[config.mk]
export PLATFORM = sky130hd
export DESIGN_NAME = fetcher
export DESIGN_NICKNAME = d
export VERILOG_FILES = /design/src/rtl/fetcher_pkg.sv /design/src/rtl/fetch_queue.sv /design/src/rtl/fetcher.sv
export SDC_FILE = /design/constraint.sdc
export NUM_CORES = 1
export LEC_CHECK = 0
export CORE_AREA = 2 2 314 239
export DETAILED_ROUTE_END_ITERATION = 12
export DIE_AREA = 0 0 316 241
export PLACE_DENSITY = 0.53
export SKIP_CTS_REPAIR_TIMING = 1
export SLEW_MARGIN = 10
export SYNTH_ARGS = -nofsm -noshare
export SYNTH_HDL_FRONTEND = slang
export SYNTH_SLANG_ARGS = --single-unit
[constraint.sdc]
create_clock -name clk -period 7.5 [get_ports clk]
set_input_delay 1.875 -clock clk [delete_from_list [all_inputs] [get_ports clk]]
set_output_delay 1.875 -clock clk [all_outputs]
set_load 0.02 [all_outputs]
[src/rtl/fetcher_pkg.sv]
// Shared constants and types for the instruction fetcher: opcodes, queue sizing,
// branch-predictor tag width, FSM states and the queue entry layout.
package fetcher_pkg;

  localparam int BP_TAG_WIDTH    = 4;
  localparam int IQ_SIZE_DEFAULT = 8;
  localparam int IQ_IDX_WIDTH    = $clog2(IQ_SIZE_DEFAULT);

  localparam logic TRUE  = 1'b1;
  localparam logic FALSE = 1'b0;

  localparam logic [6:0] OPC_JAL    = 7'b1101111;
  localparam logic [6:0] OPC_BRANCH = 7'b1100011;

  typedef enum logic [1:0] {
    IDLE    = 2'd0,
    WAIT    = 2'd1,
    DISCARD = 2'd2
  } fetch_state_t;

  typedef struct packed {
    logic [31:0] inst;
    logic [31:0] pc;
    logic        pred;
  } iq_entry_t;

endpackage

[src/rtl/fetch_queue.sv]
// Circular instruction queue: head/tail pointers plus an occupancy count.
// Clear wins over push/pop; the parent never pushes when full or pops when empty.
module fetch_queue
  import fetcher_pkg::*;
#(
  parameter int DEPTH = IQ_SIZE_DEFAULT
) (
  input  logic                     clk,
  input  logic                     rst,
  input  logic                     push,
  input  logic                     pop,
  input  logic                     clear,
  input  logic [31:0]              push_inst,
  input  logic [31:0]              push_pc,
  input  logic                     push_pred,
  output logic [31:0]              head_inst,
  output logic [31:0]              head_pc,
  output logic                     head_pred,
  output logic [$clog2(DEPTH):0]   count
);

  localparam int IW = $clog2(DEPTH);
  localparam int CW = IW + 1;

  logic [IW-1:0] head;
  logic [IW-1:0] tail;
  iq_entry_t     mem [DEPTH];

  // NOTE: state registers use non-blocking assignment so every flop samples
  // pre-edge values regardless of statement order.
  always_ff @(posedge clk) begin
    if (rst) begin
      head  <= '0;
      tail  <= '0;
      count <= '0;
    end else if (clear) begin
      head  <= '0;
      tail  <= '0;
      count <= '0;
    end else begin
      if (push) tail <= tail + IW'(1);
      if (pop)  head <= head + IW'(1);
      case ({push, pop})
        2'b10:   count <= count + CW'(1);
        2'b01:   count <= count - CW'(1);
        default: count <= count;
      endcase
    end
  end

  // NOTE: storage is deliberately not reset; validity is defined solely by count.
  always_ff @(posedge clk) begin
    if (push) mem[tail] <= '{inst: push_inst, pc: push_pc, pred: push_pred};
  end

  assign head_inst = mem[head].inst;
  assign head_pc   = mem[head].pc;
  assign head_pred = mem[head].pred;

endmodule

[src/rtl/fetcher.sv]
// Instruction fetcher: one-outstanding icache request FSM, JAL/branch predecode
// with predictor lookup, and an instruction queue feeding dispatch.
module fetcher
  import fetcher_pkg::*;
#(
  parameter int          IQ_SIZE  = IQ_SIZE_DEFAULT,
  parameter logic [31:0] RESET_PC = 32'h0
) (
  input  logic                    clk,
  input  logic                    rst,
  input  logic                    rdy,
  output logic                    out_icache_ce,
  output logic [31:0]             out_icache_pc,
  input  logic                    in_icache_ce,
  input  logic [31:0]             in_icache_inst,
  output logic [BP_TAG_WIDTH-1:0] out_bp_tag,
  input  logic                    in_bp_jump_ce,
  output logic                    out_dispatch_ce,
  output logic [31:0]             out_dispatch_inst,
  output logic [31:0]             out_dispatch_pc,
  output logic                    out_dispatch_pred_jump,
  input  logic                    in_dispatch_stall,
  input  logic                    in_rob_flush_ce,
  input  logic [31:0]             in_rob_target_pc
);

  localparam int CW = $clog2(IQ_SIZE) + 1;

  fetch_state_t  state, state_nxt;
  logic [31:0]   pc, pc_nxt;
  logic [CW-1:0] iq_count;
  logic          iq_push, iq_pop, iq_clear;
  logic [31:0]   imm_j, imm_b;
  logic [31:0]   pred_pc;
  logic          pred_jump;

  assign out_icache_pc   = pc;
  assign out_bp_tag      = pc[2 +: BP_TAG_WIDTH];
  assign out_dispatch_ce = (iq_count != '0);
  assign iq_pop          = rdy && out_dispatch_ce && !in_dispatch_stall;

  assign imm_j = {{12{in_icache_inst[31]}}, in_icache_inst[19:12], in_icache_inst[20],
                  in_icache_inst[30:21], 1'b0};
  assign imm_b = {{20{in_icache_inst[31]}}, in_icache_inst[7], in_icache_inst[30:25],
                  in_icache_inst[11:8], 1'b0};

  // Static prediction: JAL always taken, branches follow the predictor, JALR falls through.
  always_comb begin
    pred_pc   = pc + 32'd4;
    pred_jump = FALSE;
    case (in_icache_inst[6:0])
      OPC_JAL: begin
        pred_pc   = pc + imm_j;
        pred_jump = TRUE;
      end
      OPC_BRANCH: begin
        if (in_bp_jump_ce) begin
          pred_pc   = pc + imm_b;
          pred_jump = TRUE;
        end
      end
      default: ;
    endcase
  end

  // NOTE: every output of this block gets a default first so no path infers a latch.
  always_comb begin
    state_nxt     = state;
    pc_nxt        = pc;
    out_icache_ce = FALSE;
    iq_push       = FALSE;
    iq_clear      = FALSE;
    if (rdy) begin
      if (in_rob_flush_ce) begin
        iq_clear  = TRUE;
        pc_nxt    = in_rob_target_pc;
        // A request still in flight must have its response swallowed later.
        state_nxt = (state != IDLE && !in_icache_ce) ? DISCARD : IDLE;
      end else begin
        case (state)
          IDLE: begin
            if (iq_count < CW'(IQ_SIZE)) begin
              out_icache_ce = TRUE;
              state_nxt     = WAIT;
            end
          end
          WAIT: begin
            if (in_icache_ce) begin
              iq_push   = TRUE;
              pc_nxt    = pred_pc;
              state_nxt = IDLE;
            end
          end
          DISCARD: begin
            if (in_icache_ce) state_nxt = IDLE;
          end
          default: state_nxt = IDLE;
        endcase
      end
    end
    // A request issued during reset would be forgotten by the reset transition.
    if (rst) out_icache_ce = FALSE;
  end

  always_ff @(posedge clk) begin
    if (rst) begin
      pc    <= RESET_PC;
      state <= ((state == WAIT || state == DISCARD) && !in_icache_ce) ? DISCARD : IDLE;
    end else begin
      pc    <= pc_nxt;
      state <= state_nxt;
    end
  end

  fetch_queue #(.DEPTH(IQ_SIZE)) u_queue (
    .clk       (clk),
    .rst       (rst),
    .push      (iq_push),
    .pop       (iq_pop),
    .clear     (iq_clear),
    .push_inst (in_icache_inst),
    .push_pc   (pc),
    .push_pred (pred_jump),
    .head_inst (out_dispatch_inst),
    .head_pc   (out_dispatch_pc),
    .head_pred (out_dispatch_pred_jump),
    .count     (iq_count)
  );

endmodule
==> impl_metrics.py, run 1 <==
metrics = {
    "cts": {
        "cts_root_buf": "clkbuf_16",
        "clk_latency_ns": 0.61,
        "clock-sinks": 567,
        "clockBufferDepth": 3,
        "cts_max_level": 2,
        "cts_tree": "built",
        "cts_buffers": 57,
        "clk_pin_slew_ns": 0.06,
    },
    "sta": {
        "slew_violations": 0,
        "fin_crit_ns": 5.69,
        "worst_slew_pin_slew_ns": 1.01,
        "timing_hold_violations_final": 0,
        "timing.clock.skew_ns": 0.0157,
        "fin_crit_sh_pct": 75.9,
        "setup_tns_ns": 0,
        "finalSetupViolCount": 0,
        "fmax_mhz": 176,
        "grt_setup_unrepaired": "false",
        "timing.slew.headroom_pct": 32.5,
    },
    "worst_setup_path": {
        "cp_max_fo": 39,
        "cp_top_family": "buffers and inverters",
        "critPathMaxStageDelay_ns": 0.61,
        "endpoint_kind": "output port",
        "cp_data_arrival_time_ns": 3.81,
        "cp_cell_sequence": "clkdlybuf4s50_1 -> inv_1 -> buf_4 -> and3_1 -> and3b_1 -> clkdlybuf4s50_1",
        "cpMostUsedCell": "clkdlybuf4s50_1",
        "startpoint_type": "input port",
        "required_ns": 5.62,
        "cp.buffers_inverters": 4,
        "r2r_slack_ns": 3.71,
        "cp_slowest_cell": "clkdlybuf4s50_1",
        "worstSetupPathType": "input port to output port",
    },
    "place": {
        "place.gp.congestion": 0.876,
        "portBuffers": 173,
        "placed_area_sq_um": 28400,
        "hpwl_mm": 44.2,
        "dp_cells": 2653,
    },
    "global_route": {
        "grt_use_met2_pct": 25.9,
        "use_met1_pct": 27.9,
        "track_usage_pct": 18.0,
        "grt_max_degree": 77,
        "grt_pass1_wl_mm": 101,
        "overflow": 0,
        "grt.busiest_layer": "met1",
        "antenna_found_initial": 6,
        "grt_pass1_vias": 14800,
        "grt.met3_usage_pct": 4.06,
    },
    "synthesis": {
        "ys_seq_area_share_pct": 65.4,
        "synth_edf_count": 522,
        "ys_types": 84,
        "yosysTopAreaCell": "edfxtp_1",
        "synth.most_common_cell": "edfxtp_1",
        "ys_ff_latch": 567,
        "synth_warnings": 0,
        "syn_inst": 1555,
        "netlist_area_sq_um": 25300,
        "synth_area_leaders": "edfxtp_1, mux4_2, dfxtp_1, mux2_2, ha_1",
        "synth_nets": 1680,
        "synth_ff_type": "edfxtp_1",
        "async_flop_share_pct": 0,
        "synth_commonest_cells": "edfxtp_1, mux4_2, nand2_1, a21oi_1, nor2_1",
        "yosysTopAreaCellShare_pct": 61.9,
        "syn_avg_cell_area_sq_um": 16.3,
    },
    "power": {
        "ir_drop_uv": 168,
        "p_leak_nw": 9.69,
        "p_per_area_nw_per_um2": 222,
    },
    "routing": {
        "viasPerCell": 5.41,
        "drc": 0,
        "totalWireLength_mm": 69.2,
        "num_vias": 14900,
        "wire_per_inst_microns": 25.1,
        "drtIter0Drc": 1276,
        "drtAntennaViolNets": 0,
        "dr.pass1.iters": 5,
    },
    "finish": {
        "area_delta_synth_final_pct": 19.1,
        "drive_gt1_share_pct": 20.2,
        "layout.cells.non_filler": 2756,
        "finalNetCount": 1869,
        "stdcell_area_sq_um": 30200,
    },
    "floorplanning": {
        "num_rows": 86,
        "die_h_microns": 241,
        "die_x_microns": 316,
        "die_area_sq_um": 76200,
        "ios": 174,
        "core-area_sq_um": 72800,
        "start_util_pct": 34.8,
    },
    "worst_hold_path": {
        "min_path_type": "register to register",
    },
    "job": {
        "drv_cap": 0,
    },
    "outcome": {
        "status": "finished clean",
    },
}
==> per-layer routing <==
| layer | share of wire (%) | routed length, microns |
|---|---|---|
| met1 | 49 | 34200 |
| met4 | 1.2 | 842 |
| met3 | 6.7 | 4620 |
| met5 | 0.055 | 38 |
| met2 | 43 | 29500 |
==> cells by family after synthesis <==
kind of cell,after synthesis,share of synthesized area [%]
muxes,211,15.1
buffers and inverters,100,1.69
AOI/OAI and AO/OA,280,7.63
xor gates and xnor gates,54,1.87
adders and majority gates,54,2.76
DFF,567,65.4
and+or+nand+nor,289,5.54
==> worst paths after layout <==
kind	startpoint	to	depth (start not counted)
max	in_rob_flush_ce	out_icache_ce	6
min	u_queue.count[2]$_SDFFE_PP0P_	u_queue.count[2]$_SDFFE_PP0P_	2
max reg2reg	out_icache_pc[2]$_SDFFE_PP0P_	out_icache_pc[18]$_SDFFE_PP0P_	10
min reg2reg	u_queue.count[2]$_SDFFE_PP0P_	u_queue.count[2]$_SDFFE_PP0P_	2
==> state kept, by name, indices dropped and copies added (netlist names), named ones only <==
register       cells
u_queue.count      4
u_queue.head       3
u_queue.mem      520
state              2
out_icache_pc     32
u_queue.tail       3
==> power by group <==
part | switching, W | leakage [nW] | total, W | internal, W
Sequential | 0.0000476 | 5.18 | 0.00351 | 0.00347
Combinational | 0.000274 | 3.64 | 0.000454 | 0.000179
Clock | 0.00118 | 0.865 | 0.00273 | 0.00155
==> layout by cell type (no fill, tap or decap), drive strengths merged, types with 5 or more instances in the layout <==
| cell | Yosys | layout |
|---|---|---|
| mux4 | 130 | 130 |
| clkdlybuf4s50 | 0 | 173 |
| a221oi | 15 | 15 |
| nand4 | 16 | 16 |
| dfxtp | 45 | 45 |
| nand2 | 90 | 90 |
| mux2 | 68 | 68 |
| nand3 | 25 | 25 |
| o21bai | 5 | 5 |
| clkbuf | 51 | 74 |
| a21oi | 86 | 86 |
| a21o | 13 | 13 |
| o311ai | 7 | 7 |
| inv | 18 | 19 |
| a31oi | 6 | 6 |
| clkinvlp | 0 | 6 |
| xnor2 | 22 | 22 |
| o31ai | 6 | 6 |
| nand2b | 16 | 16 |
| a211oi | 6 | 6 |
| nor2 | 79 | 79 |
| nor4 | 5 | 5 |
| o211a | 5 | 5 |
| o21ai | 51 | 51 |
| xor2 | 32 | 32 |
| o211ai | 16 | 16 |
| ha | 51 | 51 |
| mux2i | 13 | 13 |
| nor3 | 16 | 16 |
| or3 | 10 | 10 |
| and3 | 8 | 8 |
| o221ai | 7 | 7 |
| clkinv | 2 | 19 |
| o22ai | 7 | 7 |
| o21a | 13 | 13 |
| edfxtp | 522 | 522 |
| buf | 29 | 37 |
==> cell type report <==
class / instances / area [sq um]
Sequential cell: 567 / 16600
Fill cell: 6513 / 42700
Antenna cell: 2 / 5.00
Clock inverter: 27 / 249
Multi-Input combinational cell: 888 / 8410
Inverter: 20 / 75.1
Timing Repair Buffer: 210 / 2110
Clock buffer: 74 / 1540
Tap cell: 968 / 1210
==> per-stage QoR <==
stage               utilization (%)  hold WS (ns)  setup WS (ns)  total power, W
CTS                            41.4         0.530           1.82         0.00678
finish                         41.4         0.527           1.81         0.00670
global route                   41.4         0.554           1.70         0.00694
detailed placement             39.0         0.514           1.83         0.00403
global placement               39.0         0.504           1.79         0.00403
floorplan                         -         0.474           1.61         0.00382
==> tightest hold or removal path: stages, from the launching register on <==
cell,delay (ns)
dfxtp_1,0.35
a21oi_1,0.07
nor2_1,0.07
Power figures use the tool's default switching activity.
==> run 2, diff against run 1 <==
- clock period: 7.5 -> 4.6 ns (I/O delays scaled with it)
==> run 2 against run 1 <==
Effect of this change:
- die area unchanged
- clock-buffer cell count fell by 9
- clock skew rose by 0.011 ns
- core utilization up 0.70 points
- flip-flop and latch count stayed put
- critical path depth down 1
- worst hold slack improved by 0.0080 ns
- sequential share of layout area shrank 0.91 points
- global-route usage up 0.47 points
- first-iteration DRC count is 26% higher
- largest cell class unchanged
==> impl_metrics.py, run 2 (synthesized netlist as in run 1, its figures left out) <==
metrics = {
    "routing": {
        "drc": 0,
        "wire_per_inst_microns": 25.1,
        "num_vias": 15400,
        "dr.pass1.iters": 5,
        "drtAntennaViolNets": 0,
        "viasPerCell": 5.47,
        "drtIter0Drc": 1603,
        "totalWireLength_mm": 70.4,
    },
    "sta": {
        "timing_hold_violations_final": 0,
        "fmax_mhz": 235,
        "fin_ws_ns": 0.349,
        "grt_setup_unrepaired": "false",
        "timing.clock.skew_ns": 0.0269,
        "slew_violations": 0,
        "finalSetupViolCount": 0,
        "fin_crit_sh_pct": 92.4,
        "fin_crit_ns": 4.25,
        "timing.slew.headroom_pct": 43.9,
        "worst_slew_pin_slew_ns": 0.834,
    },
    "finish": {
        "finalNetCount": 1918,
        "max_flop_register": "u_queue.mem",
        "largest_reg_flops": 520,
        "layout_commonest_cell": "edfxtp_1",
        "area_delta_synth_final_pct": 21.1,
        "drive_gt1_share_pct": 22.1,
        "final_cell_mix": "edfxtp_1, clkdlybuf4s50_1, mux4_2, nand2_1, a21oi_1",
    },
    "floorplanning": {
        "die_area_sq_um": 76200,
        "die_x_microns": 316,
        "ios": 174,
        "core-area_sq_um": 72800,
        "num_rows": 86,
        "start_util_pct": 34.8,
        "die_h_microns": 241,
    },
    "place": {
        "place.gp.congestion": 0.885,
        "portBuffers": 173,
        "hpwl_mm": 45.2,
        "dp_worst_setup_slack_ns": 0.131,
    },
    "worst_setup_path": {
        "cp.buffers_inverters": 3,
        "cp_top_family": "buffers and inverters",
        "cp_data_arrival_time_ns": 3.10,
        "cp_max_fo": 18,
        "cp_cell_sequence": "buf_12 -> buf_4 -> mux4_2 -> mux2_2 -> clkdlybuf4s50_1",
        "cp_slowest_cell": "clkdlybuf4s50_1",
        "endpoint_kind": "output port",
        "required_ns": 3.45,
        "critPathMaxStageDelay_ns": 0.56,
        "startpoint_type": "register",
        "worstSetupPathType": "register to output port",
    },
    "worst_hold_path": {
        "min_path_type": "register to register",
    },
    "cts": {
        "clock-sinks": 567,
        "cts_tree": "built",
        "clk_latency_ns": 0.64,
        "cts_root_buf": "clkbuf_16",
        "cts_buffers": 57,
        "cts_max_level": 2,
        "clk_pin_slew_ns": 0.06,
        "clockBufferDepth": 3,
    },
    "global_route": {
        "antenna_found_initial": 6,
        "grt_pass1_vias": 15500,
        "grt_pass1_wl_mm": 104,
        "overflow": 0,
        "track_usage_pct": 18.5,
        "grt_max_degree": 48,
    },
    "power": {
        "power.total_w": 0.0111,
        "p_leak_nw": 9.98,
        "ir_drop_uv": 321,
        "p_per_area_nw_per_um2": 361,
    },
    "job": {
        "drv_cap": 0,
    },
    "outcome": {
        "status": "finished clean",
    },
}
## run 2: cell types whose count changed in the layout (fill, tap and decap cells not counted), moves of 3 or more
cell      change
clkinv_1     +13
buf_4        +42
clkbuf_1      -5
clkbuf_8      -3
clkinv_2      -3
buf_12        +7
## run 2: path summary, 6_finish.rpt
check                                start                             end  slack, ns  depth (start not counted)
max                               register              out_dispatch_pc[5]       0.35                          5
min          u_queue.count[3]$_SDFFE_PP0P_   u_queue.count[3]$_SDFFE_PP0P_       0.53                          2
max reg2reg  out_icache_pc[5]$_SDFFE_PP0P_  out_icache_pc[31]$_SDFFE_PP0P_       1.20                          9
min reg2reg  u_queue.count[3]$_SDFFE_PP0P_   u_queue.count[3]$_SDFFE_PP0P_       0.53                          2
## run 2: final cells by class
type / count / area [sq um]
diodes: 1 / 2.50
clock buffers: 65 / 1460
clock inverters: 40 / 388
fillers: 6539 / 42200
inverters: 20 / 75.1
multi-input cells: 888 / 8410
flip-flops and latches: 567 / 16600
well taps: 968 / 1210
repair buffers: 259 / 2560
## run 2: routing by layer
metal | global-route usage, % | part of all wire [%] | vias to the layer above
li1 | - | - | 6761
met1 | 28.7 | 50 | 8062
met2 | 27.2 | 43 | 453
met3 | 3.14 | 5.7 | 80
met4 | 3.49 | 1.4 | 4
met5 | 0 | 0.036 | -
## run 2: power by group
part | switching [W] | internal, W | leakage (nW)
registers | 0.0000486 | 0.00565 | 5.18
clock network | 0.00202 | 0.00257 | 0.890
logic | 0.000483 | 0.000316 | 3.91
## run 2: per-stage QoR
stage               hold slack, ns  area [sq um]  TNS, ns  std cells  utilization (%)
finish                       0.535         30700        0       2808             42.1
global route                 0.575         30700        0       2807             42.1
CTS                          0.537         30700        0       2807             42.1
floorplan                    0.474         25400  -260.52       1555                -
detailed placement           0.525         28800        0       2702             39.6
global placement             0.501         28800        0       2702             39.6
## run 2: worst register-to-register path, stage by stage, from the launching register on
cell and delay [ns]:
dfxtp_1 0.78, ha_1 0.46, a21o_1 0.20, a221o_2 0.48, a21oi_2 0.23, nor3_2 0.10
o211ai_2 0.28, mux2_2 0.38, a221oi_2 0.27, nor3_1 0.08
